===== src/rtl/alu_pkg.sv =====
// Shared opcode encodings and datapath widths for the ALU issue/writeback slice.
package alu_pkg;
   localparam int unsigned REG_W  = 32;
   localparam int unsigned RIDX_W = 3;

   localparam logic [2:0] ALU_OP_ADD = 3'b000;
   localparam logic [2:0] ALU_OP_SUB = 3'b001;
   localparam logic [2:0] ALU_OP_AND = 3'b010;
   localparam logic [2:0] ALU_OP_OR  = 3'b011;
   localparam logic [2:0] ALU_OP_XOR = 3'b100;
   localparam logic [2:0] ALU_OP_NOR = 3'b101;
   localparam logic [2:0] ALU_OP_SLT = 3'b110;
   localparam logic [2:0] ALU_OP_SLL = 3'b111;
endpackage


===== src/rtl/alu_issue_stage_if.sv =====
// Instruction issue handshake: valid/ready plus opcode and register indices.
interface alu_issue_stage_if;
   import alu_pkg::*;
   logic              in_valid;
   logic              in_ready;
   logic [2:0]        in_op;
   logic [RIDX_W-1:0] in_rd;
   logic [RIDX_W-1:0] in_rs;
   logic [RIDX_W-1:0] in_rt;

   modport master (output in_valid, in_op, in_rd, in_rs, in_rt, input in_ready);
   modport slave  (input in_valid, in_op, in_rd, in_rs, in_rt, output in_ready);
endinterface


===== src/rtl/alu_regfile.sv =====
// 8x32 register file: r0 reads zero, three async reads, host write beats writeback.
module alu_regfile
   import alu_pkg::*;
#(
   parameter int unsigned NREG = 8
) (
   input  logic              clk,
   input  logic              reset,
   input  logic [RIDX_W-1:0] rs_addr,
   output logic [REG_W-1:0]  rs_data,
   input  logic [RIDX_W-1:0] rt_addr,
   output logic [REG_W-1:0]  rt_data,
   input  logic [RIDX_W-1:0] cfg_raddr,
   output logic [REG_W-1:0]  cfg_rdata,
   input  logic              wb_we,
   input  logic [RIDX_W-1:0] wb_addr,
   input  logic [REG_W-1:0]  wb_data,
   input  logic              cfg_we,
   input  logic [RIDX_W-1:0] cfg_waddr,
   input  logic [REG_W-1:0]  cfg_wdata
);
   logic [REG_W-1:0] rf [NREG];

   always_ff @(posedge clk) begin
      if (reset) begin
         for (int unsigned i = 0; i < NREG; i++) rf[i] <= '0;
      end else begin
         // Host write is issued last so it overrides a same-register writeback.
         if (wb_we && (wb_addr != '0))    rf[wb_addr]   <= wb_data;
         if (cfg_we && (cfg_waddr != '0)) rf[cfg_waddr] <= cfg_wdata;
      end
   end

   assign rs_data   = (rs_addr   == '0) ? '0 : rf[rs_addr];
   assign rt_data   = (rt_addr   == '0) ? '0 : rf[rt_addr];
   assign cfg_rdata = (cfg_raddr == '0) ? '0 : rf[cfg_raddr];
endmodule


===== src/rtl/alu_issue_stage.sv =====
// Operand issue with forwarding into an EX register feeding processor_alu, plus
// writeback into the register file and sticky/saturating overflow accounting.
module alu_issue_stage
   import alu_pkg::*;
#(
   parameter int unsigned NREG  = 8,
   parameter int unsigned CNT_W = 16
) (
   input  logic              clk,
   input  logic              reset,
   alu_issue_stage_if.slave  issue,
   output logic [REG_W-1:0]  alu_a,
   output logic [REG_W-1:0]  alu_b,
   output logic [2:0]        alu_ctrl,
   input  logic [REG_W-1:0]  alu_z,
   input  logic              alu_overflow,
   output logic              wb_valid,
   output logic [RIDX_W-1:0] wb_rd,
   output logic [REG_W-1:0]  wb_data,
   input  logic              cfg_we,
   input  logic [RIDX_W-1:0] cfg_waddr,
   input  logic [REG_W-1:0]  cfg_wdata,
   input  logic [RIDX_W-1:0] cfg_raddr,
   output logic [REG_W-1:0]  cfg_rdata,
   output logic              ovf_flag,
   output logic [CNT_W-1:0]  ovf_count,
   input  logic              ovf_clr
);
   logic              ex_valid;
   logic [RIDX_W-1:0] ex_rd;
   logic [REG_W-1:0]  rs_data, rt_data, op_a, op_b;
   logic              accept, ovf_hit;

   alu_regfile #(.NREG(NREG)) u_rf (
      .clk(clk), .reset(reset),
      .rs_addr(issue.in_rs), .rs_data(rs_data),
      .rt_addr(issue.in_rt), .rt_data(rt_data),
      .cfg_raddr(cfg_raddr), .cfg_rdata(cfg_rdata),
      .wb_we(ex_valid), .wb_addr(ex_rd), .wb_data(alu_z),
      .cfg_we(cfg_we), .cfg_waddr(cfg_waddr), .cfg_wdata(cfg_wdata)
   );

   function automatic logic [REG_W-1:0] operand(input logic [RIDX_W-1:0] idx,
                                                input logic [REG_W-1:0]  rf_val);
      if (idx == '0)                           return '0;
      else if (ex_valid && (ex_rd == idx))     return alu_z;
      else if (cfg_we && (cfg_waddr == idx))   return cfg_wdata;
      else                                     return rf_val;
   endfunction

   always_comb begin
      op_a = operand(issue.in_rs, rs_data);
      op_b = operand(issue.in_rt, rt_data);
   end

   assign issue.in_ready = ~cfg_we;
   assign accept         = issue.in_valid & issue.in_ready;
   assign ovf_hit        = ex_valid & alu_overflow;
   assign wb_valid       = ex_valid;
   assign wb_rd          = ex_rd;
   assign wb_data        = alu_z;

   always_ff @(posedge clk) begin
      if (reset) begin
         ex_valid <= 1'b0;
         ex_rd    <= '0;
         alu_a    <= '0;
         alu_b    <= '0;
         alu_ctrl <= '0;
      end else begin
         ex_valid <= accept;
         if (accept) begin
            ex_rd    <= issue.in_rd;
            alu_a    <= op_a;
            alu_b    <= op_b;
            alu_ctrl <= issue.in_op;
         end
      end
   end

   // A clear coinciding with a counted overflow restarts the count at one.
   always_ff @(posedge clk) begin
      if (reset) begin
         ovf_flag  <= 1'b0;
         ovf_count <= '0;
      end else if (ovf_clr) begin
         ovf_flag  <= ovf_hit;
         ovf_count <= ovf_hit ? CNT_W'(1) : '0;
      end else if (ovf_hit) begin
         ovf_flag <= 1'b1;
         if (ovf_count != '1) ovf_count <= ovf_count + CNT_W'(1);
      end
   end
endmodule


===== src/flat_wrapper.sv =====
// flat-port wrapper written by rule: the top's interface ports become plain ports
module alu_issue_stage_flat import alu_pkg::*;
#(
   parameter int unsigned NREG  = 8,
   parameter int unsigned CNT_W = 16
)
  (clk, reset, alu_a, alu_b, alu_ctrl, alu_z, alu_overflow, wb_valid, wb_rd, wb_data, cfg_we, cfg_waddr, cfg_wdata, cfg_raddr, cfg_rdata, ovf_flag, ovf_count, ovf_clr, issue_in_valid, issue_in_op, issue_in_rd, issue_in_rs, issue_in_rt, issue_in_ready);
  alu_issue_stage_if issue_i ();
  input  logic clk;
  input  logic reset;
  output logic [REG_W-1:0] alu_a;
  output logic [REG_W-1:0] alu_b;
  output logic [2:0] alu_ctrl;
  input  logic [REG_W-1:0] alu_z;
  input  logic alu_overflow;
  output logic wb_valid;
  output logic [RIDX_W-1:0] wb_rd;
  output logic [REG_W-1:0] wb_data;
  input  logic cfg_we;
  input  logic [RIDX_W-1:0] cfg_waddr;
  input  logic [REG_W-1:0] cfg_wdata;
  input  logic [RIDX_W-1:0] cfg_raddr;
  output logic [REG_W-1:0] cfg_rdata;
  output logic ovf_flag;
  output logic [CNT_W-1:0] ovf_count;
  input  logic ovf_clr;
  input wire logic [$bits(issue_i.in_valid)-1:0] issue_in_valid;
  input wire logic [$bits(issue_i.in_op)-1:0] issue_in_op;
  input wire logic [$bits(issue_i.in_rd)-1:0] issue_in_rd;
  input wire logic [$bits(issue_i.in_rs)-1:0] issue_in_rs;
  input wire logic [$bits(issue_i.in_rt)-1:0] issue_in_rt;
  output wire logic [$bits(issue_i.in_ready)-1:0] issue_in_ready;
  assign issue_i.in_valid = issue_in_valid;
  assign issue_i.in_op = issue_in_op;
  assign issue_i.in_rd = issue_in_rd;
  assign issue_i.in_rs = issue_in_rs;
  assign issue_i.in_rt = issue_in_rt;
  assign issue_in_ready = issue_i.in_ready;
  alu_issue_stage #(.NREG(NREG), .CNT_W(CNT_W)) u_core (.clk(clk), .reset(reset), .issue(issue_i), .alu_a(alu_a), .alu_b(alu_b), .alu_ctrl(alu_ctrl), .alu_z(alu_z), .alu_overflow(alu_overflow), .wb_valid(wb_valid), .wb_rd(wb_rd), .wb_data(wb_data), .cfg_we(cfg_we), .cfg_waddr(cfg_waddr), .cfg_wdata(cfg_wdata), .cfg_raddr(cfg_raddr), .cfg_rdata(cfg_rdata), .ovf_flag(ovf_flag), .ovf_count(ovf_count), .ovf_clr(ovf_clr));
endmodule

===== config.mk =====
export PLATFORM = sky130hd
export DESIGN_NAME = alu_issue_stage_flat
export DESIGN_NICKNAME = d
export VERILOG_FILES = /design/src/rtl/alu_pkg.sv /design/src/rtl/alu_issue_stage_if.sv /design/src/rtl/alu_regfile.sv /design/src/rtl/alu_issue_stage.sv /design/src/flat_wrapper.sv
export SDC_FILE = /design/constraint.sdc
export NUM_CORES = 1
export LEC_CHECK = 0
export CAP_MARGIN = 20
export CORE_MARGIN = 2
export CORE_UTILIZATION = 40
export DETAILED_ROUTE_END_ITERATION = 10
export PLACE_DENSITY = 0.71
export SETUP_SLACK_MARGIN = 0.3
export SYNTH_ARGS = -nofsm -noshare
export SYNTH_HDL_FRONTEND = slang
export SYNTH_SLANG_ARGS = --single-unit

===== constraint.sdc =====
create_clock -name clk -period 4.7 [get_ports clk]
set_input_delay 0.47 -clock clk [delete_from_list [all_inputs] [get_ports clk]]
set_output_delay 0.47 -clock clk [all_outputs]
set_load 0.02 [all_outputs]

==> results of run 1 <==
[worst min-delay path by stage]
stage / end / start / slack, ns
after global placement: u_core.alu_b[20]$_SDFFE_PP0P_ / u_core.alu_b[20]$_SDFFE_PP0P_ / 0.44
after global routing: u_core.alu_b[30]$_SDFFE_PP0P_ / issue_in_rt[1] / 0.41
final: u_core.alu_b[30]$_SDFFE_PP0P_ / issue_in_rt[1] / 0.37
after floorplan: u_core.alu_b[0]$_SDFFE_PP0P_ / u_core.alu_b[0]$_SDFFE_PP0P_ / 0.52
after detailed placement: u_core.alu_b[12]$_SDFFE_PP0P_ / u_core.alu_b[12]$_SDFFE_PP0P_ / 0.44
after CTS: u_core.alu_b[30]$_SDFFE_PP0P_ / issue_in_rt[1] / 0.35
[synthesized netlist by cell type (10+ instances only)]
cell type  count  area share [%]
a22o_1       224              11
edfxtp_1     224              36
mux2i_1      188              10
o21ai_0      103             2.8
nand2_1       91             1.8
dfxtp_1       88             9.5
nor2_1        85             1.7
buf_2         77             2.1
clkbuf_1      76             1.5
a211oi_1      67             2.7
nor3_1        65             1.8
o22ai_1       62             2.1
a21oi_1       49             1.3
inv_1         41            0.83
buf_1         39            0.79
mux4_2        34             4.1
buf_4         32             1.3
mux2_2        32             1.9
a221oi_1      31             1.5
o21ai_1       29            0.78
xnor2_1       17            0.80
nand2b_1      10            0.34
[sequential cells by signal (all words and copies together) (netlist names)]
signal / cells
u_core.u_rf.rf: 224
u_core.ovf_count: 16
u_core.alu_b: 32
u_core.wb_valid: 1
u_core.wb_rd: 3
u_core.ovf_flag: 1
u_core.alu_ctrl: 3
u_core.alu_a: 32
[power breakdown]
group	switching [W]	leakage (nW)	internal (W)
combinational	0.000716	4.49	0.000478
clock	0.00115	0.562	0.00163
sequential	0.000109	3.00	0.00308
[cell families (layout without fill, tap and decap cells)]
group           Yosys count  after routing  share of synthesized area, %
compound gates          588            588                          22.9
xor+xnor                 21             21                         0.990
fa+ha+maj                 1              1                        0.0674
buf+inv                 266            404                          6.54
flops                   312            312                          45.7
mux                     254            254                          16.2
simple gates            289            289                          7.61
[layer usage]
layer / track usage, % / part of all wire (%) / vias to the layer above
met1: 33.1 / 37 / 7938
met4: 14.6 / 5.0 / 2
met3: 6.74 / 11 / 244
met2: 44.6 / 47 / 1164
met5: 0 / 0.019 / -
li1: - / - / 6916
[cell type report]
cell class              instances  area [sq um]
clock buffers                  54          1060
clock inverters                14          88.8
fillers                      4045         23300
inverters                      42           158
multi-input cells            1153          8960
flip-flops and latches        312          8490
well taps                     600           751
repair buffers                294          2810
[cells in the final DEF, fill, tap and decap left out, drive strengths merged, types with 32 or more instances in the layout]
cell	instances
edfxtp	224
mux2	32
mux4	34
mux2i	188
a22o	224
o22ai	62
a211oi	67
clkdlybuf4s50	231
o21ai	132
dfxtp	88
buf	63
inv	43
clkbuf	54
nor2	88
a21oi	51
nand2	91
nor3	66
[per-stage QoR]
stage / cell area, sq um / hold WS (ns) / total power, W / std cells / worst slack (ns)
2_1_floorplan: 18600 / 0.524 / 0.00391 / 1731 / 1.03
3_3_place_gp: 21100 / 0.437 / 0.00439 / 2399 / 0.994
3_5_place_dp: 21200 / 0.442 / 0.00442 / 2400 / 0.990
4_1_cts: 22300 / 0.346 / 0.00715 / 2468 / 1.11
5_1_grt: 22300 / 0.405 / 0.00736 / 2469 / 0.990
6_report: 22300 / 0.375 / 0.00717 / 2469 / 1.09
[critical path, stage by stage]
cell	delay, ns
buf_4	0.39
nor2b_4	0.95
a221oi_1	0.25
a21oi_1	0.35
clkdlybuf4s50_1	0.68
==> results.sh, run 1 <==
export IMPL_syn_area_per_cell_sq_um=10.7
export IMPL_ys_seq_elements=312
export IMPL_worstSetupEndpoint="cfg_rdata[24]"
export IMPL_run_status="completed"
export IMPL_die_h_um=219
export IMPL_fp_coreArea_sq_um=45600
export IMPL_drtAntennaViolNets=0
export IMPL_via_count=16264
export IMPL_cts_buffer_depth=3
export IMPL_htreeDepth=2
export IMPL_finalSetupTns_ns=0
export IMPL_grt_pass1_wl_um=98800
export IMPL_cp_start_kind="input port"
export IMPL_drtIter0Drc=1793
export IMPL_r2r_start="u_core.wb_valid$_SDFF_PP0_"
export IMPL_vdd_ir_drop_worst_mv=0.208
export IMPL_fin_crit_sh_pct=76.9
export IMPL_yosysSeqAreaShare_pct=45.7
export IMPL_avgViaCountPerCell=6.59
export IMPL_area_delta_synth_final_pct=20.2
export IMPL_grt_use_total_pct=27.2
export IMPL_hp_class="input port to flip-flop"
export IMPL_r2r_cells=4
export IMPL_p_leak_nw=8.05
export IMPL_r2r_end="u_core.u_rf.rf[5][7]$_DFFE_PP_"
export IMPL_setup_worst_path_end_class="output pin"
export IMPL_die_area_sq_um=48200
export IMPL_setup_viol=0
export IMPL_cts_hold_buf=0
export IMPL_power_density_nw_per_um2=321
export IMPL_drc=0
export IMPL_max_freq_mhz=277
export IMPL_synth_edff_count=224
export IMPL_antenna_cells=0
export IMPL_cp_arrival_ns=3.14
export IMPL_gp_congestion=0.880
export IMPL_io_buffers=240
export IMPL_startpoint="cfg_raddr[0]"
export IMPL_synth_fp_nets=1820
export IMPL_synthesis_area_sq_um=18600
export IMPL_tightest_slew_ns=1.16
export IMPL_cts_sinks=312
export IMPL_fin_crit_ns=3.61
export IMPL_routed_wl_um=67300
export IMPL_ys_warn_count=0
export IMPL_firstDrtPassIters=5
export IMPL_slew_limit_headroom_pct=22.2
export IMPL_ios=241
export IMPL_finalClockSkew_ns=0.0201
export IMPL_grt_antenna_before_repair=2
export IMPL_synth_ff_type="edfxtp_1"
export IMPL_fp_row_count=78
export IMPL_crit_fanout=48
export IMPL_rrSetupSlack_ns=1.70
export IMPL_ctsResizeCount=0
export IMPL_grt_max_degree=71
export IMPL_utilization_pct=49.0
export IMPL_cts_tree="built"
export IMPL_dpl_hpwl_um=42400
export IMPL_path_class="input port to output pin"
export IMPL_cts_buffers=37
export IMPL_async_flop_share_pct=0
export IMPL_cts_setup_buffers=0
export IMPL_wl_per_cell_um=27.3
export IMPL_finalHoldViolations=0
export IMPL_rsz0062_at_grt="false"
export IMPL_initial_core_util_pct=40.8
export IMPL_clk_latency_ns=0.55
export IMPL_path_clk_slew_ns=0.06
export IMPL_root_buffer="clkbuf_16"
export IMPL_hold_path_depth=3
export IMPL_cp_data_required_time_ns=4.23
export IMPL_drv_slew=0
export IMPL_grt_pass1_vias=16108
export IMPL_cap_violations=0
export IMPL_ys_types=58
export IMPL_drive_gt1_share_pct=11.3
export IMPL_nets=1929
export IMPL_synthCells=1731
export IMPL_grt_ovfl_total=0
export IMPL_die_w_um=219
Power figures use the tool's default switching activity.
==> inputs of run 2 (changes only) <==
- clock period: 4.7 -> 3.5 ns (I/O delays scaled with it)
==> results.sh, run 2 (synthesis gave the netlist of run 1 again) <==
export IMPL_postLayoutCellArea_sq_um=22800
export IMPL_die_h_um=219
export IMPL_grt_use_total_pct=27.8
export IMPL_ctsResizeCount=0
export IMPL_die_w_um=219
export IMPL_path_clk_slew_ns=0.05
export IMPL_cts_buffer_depth=3
export IMPL_mostFrequentLayoutCell="clkdlybuf4s50_1"
export IMPL_slew_limit_headroom_pct=21.1
export IMPL_root_buffer="clkbuf_16"
export IMPL_largest_reg_flops=224
export IMPL_dpl_hpwl_um=44000
export IMPL_slowest_delay_ns=0.62
export IMPL_vdd_ir_drop_worst_mv=0.335
export IMPL_hp_class="input port to flip-flop"
export IMPL_tightest_slew_ns=1.17
export IMPL_crit_fanout=32
export IMPL_cts_sinks=312
export IMPL_p_leak_nw=8.33
export IMPL_stdcell_count=2501
export IMPL_grt_pass1_wl_um=101000
export IMPL_setup_viol=0
export IMPL_avgViaCountPerCell=6.62
export IMPL_die_area_sq_um=48200
export IMPL_place_inst=2431
export IMPL_firstDrtPassIters=6
export IMPL_grt_ovfl_total=0
export IMPL_cp_data_required_time_ns=3.15
export IMPL_run_status="completed"
export IMPL_layout_common_cells="231 x clkdlybuf4s50_1, 224 x a22o_1, 224 x edfxtp_1"
export IMPL_ios=241
export IMPL_fp_row_count=78
export IMPL_r2r_cells=4
export IMPL_finalSetupTns_ns=0
export IMPL_fin_crit_sh_pct=80.9
export IMPL_cts_tree="built"
export IMPL_setup_worst_path_end_class="output pin"
export IMPL_pre_cts_ws_ns=0.444
export IMPL_cts_buffers=38
export IMPL_reg_largest_list="u_core.u_rf.rf (224), u_core.alu_a (32), u_core.alu_b (32)"
export IMPL_drive_gt1_share_pct=13.2
export IMPL_io_buffers=240
export IMPL_hold_path_depth=3
export IMPL_cts_setup_buffers=0
export IMPL_gp_congestion=0.904
export IMPL_cts_hold_buf=0
export IMPL_rsz0062_at_grt="false"
export IMPL_critPathSlowestCell="clkdlybuf4s50_1"
export IMPL_finalHoldViolations=0
export IMPL_post_dp_cell_area_sq_um=21500
export IMPL_setup_ws_ns=0.669
export IMPL_initial_core_util_pct=40.8
export IMPL_finalClockSkew_ns=0.0250
export IMPL_area_delta_synth_final_pct=23.0
export IMPL_cp_start_kind="input port"
export IMPL_drc=0
export IMPL_max_freq_mhz=353
export IMPL_nets=1960
export IMPL_power_density_nw_per_um2=450
export IMPL_path_class="input port to output pin"
export IMPL_grt_max_degree=65
export IMPL_grt_antenna_before_repair=2
export IMPL_htreeDepth=2
export IMPL_critical_path_cell_chain="buf_4 -> buf_12 -> mux4_2 -> inv_1 -> a21oi_1 -> clkdlybuf4s50_1"
export IMPL_drtAntennaViolNets=0
export IMPL_drv_slew=0
export IMPL_routed_wl_um=68400
export IMPL_via_count=16551
export IMPL_cap_violations=0
export IMPL_fin_crit_ns=2.83
export IMPL_clk_latency_ns=0.56
export IMPL_fp_coreArea_sq_um=45600
export IMPL_wl_per_cell_um=27.4
export IMPL_grt_pass1_vias=16498
export IMPL_cp_arrival_ns=2.48
export IMPL_regMostFlops="u_core.u_rf.rf"
export IMPL_drtIter0Drc=1866
run 2: cell types whose count changed in the layout (fill, tap and decap cells not counted), sizes merged:
cell and delta:
buf +30, bufinv +6, clkbuf -1, clkinv -4, diode +1
run 2: path summary, 6_finish.rpt:
path / from / endpoint / slack, ns
worst min register to register: u_core.alu_a[5]$_SDFFE_PP0P_ / u_core.alu_a[5]$_SDFFE_PP0P_ / 0.44
worst max-delay path: cfg_raddr[0] / cfg_rdata[19] / 0.67
worst min-delay path: issue_in_op[2] / u_core.alu_ctrl[2]$_SDFFE_PP0P_ / 0.37
worst max register to register: u_core.wb_rd[1]$_SDFFE_PP0P_ / u_core.u_rf.rf[1][24]$_DFFE_PP_ / 0.99
run 2: cell type report:
type / instances / area (sq um)
well taps: 600 / 751
clock inverters: 16 / 258
inverters: 42 / 158
multi-input cells: 1153 / 8960
diodes: 1 / 2.50
repair buffers: 324 / 3120
fillers: 4033 / 22700
flip-flops and latches: 312 / 8490
clock buffers: 53 / 1100
run 2: per-layer routing:
layer  vias to the layer above  routed length [um]  track usage [%]
met5                         -                   0                0
met4                         0                2940             12.9
met3                       231                8210             5.82
met2                      1221               31900             45.8
met1                      8114               25400             35.0
li1                       6985                   -                -
run 2: worst max-delay path: cells and delay by family:
kind / cells / cell delay [ns]
AOI/OAI and AO/OA: 1 / 0.08
buffers and inverters: 4 / 1.51
muxes: 1 / 0.51
run 2: power breakdown:
group	leakage, nW	switching [W]	internal [W]	total [W]
sequential	3.00	0.000144	0.00414	0.00428
combinational	4.66	0.000981	0.000670	0.00165
clock	0.663	0.00162	0.00271	0.00433
total	8.33	0.00274	0.00752	0.0103
run 2: through the flow:
step / power [W] / utilization [%] / hold WS [ns]
2_1_floorplan: 0.00525 / - / 0.486
3_3_place_gp: 0.00593 / 47.1 / 0.437
3_5_place_dp: 0.00597 / 47.1 / 0.441
4_1_cts: 0.0102 / 50.1 / 0.357
5_1_grt: 0.0105 / 50.1 / 0.411
6_report: 0.0103 / 50.1 / 0.370
